## config.mk

```make
export PLATFORM = sky130hd
export DESIGN_NAME = pwm_generator_verilog
export DESIGN_NICKNAME = d
export VERILOG_FILES = /design/src/rtl/pwm_gen_pkg.sv /design/src/rtl/pwm_btn_debounce.sv /design/src/rtl/pwm_generator_verilog.sv
export SDC_FILE = /design/constraint.sdc
export NUM_CORES = 1
export LEC_CHECK = 0
export CELL_PAD_IN_SITES_DETAIL_PLACEMENT = 1
export CELL_PAD_IN_SITES_GLOBAL_PLACEMENT = 1
export CORE_MARGIN = 2
export CORE_UTILIZATION = 47
export CTS_BUF_LIST = sky130_fd_sc_hd__clkbuf_8 sky130_fd_sc_hd__clkbuf_16
export DETAILED_ROUTE_END_ITERATION = 12
export PLACE_DENSITY = 0.89
export SETUP_SLACK_MARGIN = 0.15
export SYNTH_ARGS = -nofsm -noshare
export SYNTH_HDL_FRONTEND = slang
export SYNTH_SLANG_ARGS = --single-unit
```

## constraint.sdc

```tcl
create_clock -name clk -period 3 [get_ports clk]
set_input_delay 0.3 -clock clk [delete_from_list [all_inputs] [get_ports clk]]
set_output_delay 0.3 -clock clk [all_outputs]
set_load 0.1 [all_outputs]
```

## src/rtl/pwm_gen_pkg.sv

```systemverilog
// Shared constants, duty-update opcode and width helper for the push-button PWM generator.
package pwm_gen_pkg;

  localparam int unsigned PWM_PERIOD_DEF    = 10;
  localparam int unsigned PWM_DUTY_INIT_DEF = 5;
  localparam int unsigned PWM_SLOW_DIV_DEF  = 4;

  typedef enum logic [1:0] {
    DUTY_HOLD = 2'd0,
    DUTY_INC  = 2'd1,
    DUTY_DEC  = 2'd2
  } duty_op_e;

  // Bits needed to hold any duty level 0..period inclusive.
  function automatic int unsigned duty_width(input int unsigned period);
    return $clog2(period + 1);
  endfunction

endpackage

```

## src/rtl/pwm_btn_debounce.sv

```systemverilog
// Two-stage button sampler producing one clk-wide pulse per press.
module pwm_btn_debounce
  import pwm_gen_pkg::*;
(
  input  logic clk,
  input  logic rst,
  input  logic slow_en,
  input  logic btn,
  output logic press_pulse
);

  logic s0_q;
  logic s1_q;

  always_ff @(posedge clk or posedge rst) begin
    if (rst) begin
      s0_q <= 1'b0;
      s1_q <= 1'b0;
    end else if (slow_en) begin
      s0_q <= btn;
      s1_q <= s0_q;
    end
  end

  // Rising edge of the sampled button, qualified so it lasts exactly one clk.
  assign press_pulse = s0_q & ~s1_q & slow_en;

endmodule

```

## src/rtl/pwm_generator_verilog.sv

```systemverilog
// Fixed-period PWM whose duty is stepped up/down by two push buttons.
// Define PWM_DEBOUNCE_EN to sample the buttons through the slow-enable divider.
module pwm_generator_verilog
  import pwm_gen_pkg::*;
#(
  parameter int unsigned PERIOD    = PWM_PERIOD_DEF,
  parameter int unsigned DUTY_INIT = PWM_DUTY_INIT_DEF,
  parameter int unsigned SLOW_DIV  = PWM_SLOW_DIV_DEF
) (
  input  logic clk,
  input  logic rst,
  input  logic increase_duty,
  input  logic decrease_duty,
  output logic PWM_OUT
);

  localparam int unsigned DUTY_W = duty_width(PERIOD);

  logic slow_en;

`ifdef PWM_DEBOUNCE_EN
  localparam int unsigned DIV_W = (SLOW_DIV > 1) ? $clog2(SLOW_DIV) : 1;

  logic [DIV_W-1:0] div_cnt_q;
  logic [DIV_W-1:0] div_cnt_d;

  always_comb begin
    slow_en   = (div_cnt_q == DIV_W'(SLOW_DIV - 1));
    div_cnt_d = slow_en ? '0 : div_cnt_q + 1'b1;
  end

  always_ff @(posedge clk or posedge rst) begin
    if (rst) begin
      div_cnt_q <= '0;
    end else begin
      div_cnt_q <= div_cnt_d;
    end
  end
`else
  // Every clk is a sample point; SLOW_DIV is only meaningful with the divider.
  assign slow_en = (SLOW_DIV != 0);
`endif

  logic inc_pulse;
  logic dec_pulse;

  pwm_btn_debounce u_inc_btn (
    .clk         (clk),
    .rst         (rst),
    .slow_en     (slow_en),
    .btn         (increase_duty),
    .press_pulse (inc_pulse)
  );

  pwm_btn_debounce u_dec_btn (
    .clk         (clk),
    .rst         (rst),
    .slow_en     (slow_en),
    .btn         (decrease_duty),
    .press_pulse (dec_pulse)
  );

  duty_op_e          duty_op;
  logic [DUTY_W-1:0] duty_q;
  logic [DUTY_W-1:0] duty_d;
  logic [DUTY_W-1:0] cnt_q;
  logic [DUTY_W-1:0] cnt_d;
  logic              pwm_q;
  logic              pwm_d;

  // Simultaneous presses cancel out; saturate at both ends.
  always_comb begin
    duty_op = DUTY_HOLD;
    if (inc_pulse && !dec_pulse) begin
      duty_op = DUTY_INC;
    end else if (dec_pulse && !inc_pulse) begin
      duty_op = DUTY_DEC;
    end

    duty_d = duty_q;
    case (duty_op)
      DUTY_INC: if (duty_q < DUTY_W'(PERIOD)) duty_d = duty_q + 1'b1;
      DUTY_DEC: if (duty_q != '0)             duty_d = duty_q - 1'b1;
      default:  duty_d = duty_q;
    endcase
  end

  always_comb begin
    cnt_d = (cnt_q == DUTY_W'(PERIOD - 1)) ? '0 : cnt_q + 1'b1;
    pwm_d = (cnt_q < duty_q);
  end

  always_ff @(posedge clk or posedge rst) begin
    if (rst) begin
      duty_q <= DUTY_W'(DUTY_INIT);
      cnt_q  <= '0;
      pwm_q  <= 1'b0;
    end else begin
      duty_q <= duty_d;
      cnt_q  <= cnt_d;
      pwm_q  <= pwm_d;
    end
  end

  assign PWM_OUT = pwm_q;

endmodule

```

==> results by group <==
Route
  • Antenna Nets Post-Route: 0
  • WL final: 1260 um
  • Drt via density: 5.25
  • Wire length per cell after detailed routing: 14.3 um
  • Drt first pass iters: 4
  • DR vias: 462
  • Initial DRC count: 5
  • DRC: 0

Critical path
  • Crit path max-delay family: buffers and inverters
  • Crit path cell chain: clkdlybuf4s50_1
  • Startpoint Class: flip-flop
  • Crit path required time: 2.70 ns
  • Slowest CP cell: clkdlybuf4s50_1
  • Max incr delay on CP: 1.13 ns
  • Critical path class: flip-flop to output pin
  • CP max FO: 1
  • CP endpoint kind: output pin
  • Worst Path Arrival: 1.70 ns
  • Worst Path Buf+Inv: 1

Floorplan
  • Die height: 43.1 um
  • Die W: 43.1 um
  • DIE AREA: 1860 um2
  • Core ar.: 1470 um2
  • Num rows: 14
  • Initial Util: 0.489
  • I/O pin cnt: 5

STA
  • Total negative setup slack: 0 ns
  • Max_slew headroom: 0.354
  • Clock Skews: 0.00363 ns
  • Final min period: 2.00 ns
  • RSZ-0062 raised after global routing: no
  • Fmax: 500 MHz
  • Final setup fails: 0
  • Worst setup margin: 1.00 ns
  • Slew Limit Fails: 0
  • Final Cycle Share: 0.667
  • Final hold viol count: 0
  • Worst slew pin tran: 0.966 ns

Run
  • Max Cap Viol: 0

GRT
  • Antenna violations before repair: 0
  • All-Layer GR Usage: 0.169
  • Largest net degree at the start of global routing: 14
  • First-pass GRT wire length: 2320 um
  • Overflow left after global routing: 0
  • Vias in the first global route: 509

Yosys
  • Yosys warning count: 0
  • Syn avg cell area: 11.2 um2
  • Most frequent cells after synthesis: 11 x dfrtp_1, 10 x inv_1, 7 x ha_1
  • Sequential cell area fraction in the yosys report: 0.456
  • Asr flop ratio synth: 1.00
  • Most frequent cell after synthesis: dfrtp_1
  • Synth top area share: 0.383
  • Post-synth top area cell: dfrtp_1
  • Cells after Synth: 64
  • Post-synthesis register bit count: 13
  • Number of synthesized flops with an enable pin: 0
  • Cell variety after synth: 24
  • Primary FF master, synth: dfrtp_1
  • Synthesized Nets: 75
  • Top post-synthesis cells by area: dfrtp_1 38%, ha_1 12%, dfstp_2 7.3%
  • Synth Cell Area: 719 um2

Place
  • IO buf count: 4
  • Post-DP HPWL: 1040 um
  • Pre-CTS setup slack: 1.08 ns
  • Placer Congestion: 0.713
  • Cells after DPL: 84

CTS
  • Total CTS buffers: 3
  • CTS sink cnt: 13
  • CTS clk-pin slew, worst paths: 0.05 ns
  • Clock Path Buffers: 2
  • Cts hold-fix bufs: 0
  • Worst skew pair latency: 0.24 ns
  • CTS tree: built
  • Setup bufs post-CTS: 0
  • H-Tree Depth: 1
  • Root Buffer: clkbuf_8
  • Resize count post-CTS: 0

Layout
  • Fillers: 168
  • Non-filler cells, final: 88
  • Nets: 84
  • P&R area growth vs syn: 14.8%
  • Share of layout cells above drive strength 1: 0.167
  • Inserted Diodes: 0

Pwr
  • VDD IR max: 433 uV
  • PD cells: 823 nW/um2
  • Static Leakage: 0.388 nW
  • Final Power: 0.679 mW

Worst hold path
  • HP Class: flip-flop to flip-flop

Outcome
  • Run status: complete, no violations
## path summary, 6_finish.rpt
check / start / to / slack [ns] / depth (start not counted)
min: u_inc_btn.s0_q$_DFF_PP0_ / u_inc_btn.s1_q$_DFF_PP0_ / 0.37 / 0
max: PWM_OUT$_DFF_PP0_ / PWM_OUT / 1.00 / 1
max reg2reg: u_inc_btn.s0_q$_DFF_PP0_ / duty_q[1]$_DFFE_PP0P_ / 1.08 / 7
min reg2reg: u_inc_btn.s0_q$_DFF_PP0_ / u_inc_btn.s1_q$_DFF_PP0_ / 0.37 / 0
min in group asynchronous: rst / u_inc_btn.s0_q$_DFF_PP0_ / 0.40 / 2
max in group asynchronous: rst / duty_q[0]$_DFFE_PP1P_ / 2.25 / 2
## kinds of logic after synthesis
kind of cell             after synthesis  synth area share
adder cells (fa/ha/maj)                7             0.122
multiplexers                           4            0.0609
AO/OA/AOI/OAI                         13             0.136
buffers and inverters                 10            0.0522
AND/OR/NAND/NOR                       13             0.125
flip-flops                            13             0.456
XOR/XNOR                               4            0.0487
## layer usage
layer	vias up	GRT usage	wire [um]
li1	231	-	-
met1	228	0.212	562
met2	1	0.287	673
met3	2	0.0255	12
met4	0	0.0727	8
met5	-	0	0
## cell type report
type	count	area [um2]	area share
timing repair buffer	4	40.0	0.0485
sequential	13	328	0.397
multi-input combinational	41	354	0.429
clock buffer	3	41.3	0.0500
inverter	10	37.5	0.0455
tap	16	20.0	0.0242
clock inverter	1	5.00	0.00606
## metrics by stage
step,utilization,hold slack [ns],area [um2]
floorplan,-,0.176,719
global placement,0.530,0.354,779
detailed placement,0.530,0.363,779
CTS,0.561,0.375,826
global route,0.561,0.393,826
finish,0.561,0.373,826
## power breakdown
| group | internal (mW) | total [mW] | leakage, nW | switching, mW |
|---|---|---|---|---|
| logic | 0.105 | 0.245 | 0.213 | 0.140 |
| clock network | 0.0914 | 0.150 | 0.0255 | 0.0582 |
| registers | 0.224 | 0.285 | 0.150 | 0.0601 |
## layout by cell type (no fill, tap or decap), types with 2 or more instances in the layout
master / n
dfrtp_1: 11
inv_1: 10
ha_1: 7
a21oi_1: 4
clkdlybuf4s50_1: 4
xnor2_1: 3
nor2_1: 3
o21ai_0: 3
nand2b_1: 3
clkbuf_8: 3
nand2_1: 2
mux2_2: 2
a21o_1: 2
dfstp_2: 2
## state kept, by name, indices dropped and copies added (netlist names)
name and cells:
PWM_OUT 1, u_dec_btn.s1_q 1, cnt_q 4, u_inc_btn.s0_q 1, duty_q 4, u_inc_btn.s1_q 1, u_dec_btn.s0_q 1
(Power assumes the default switching activity.)
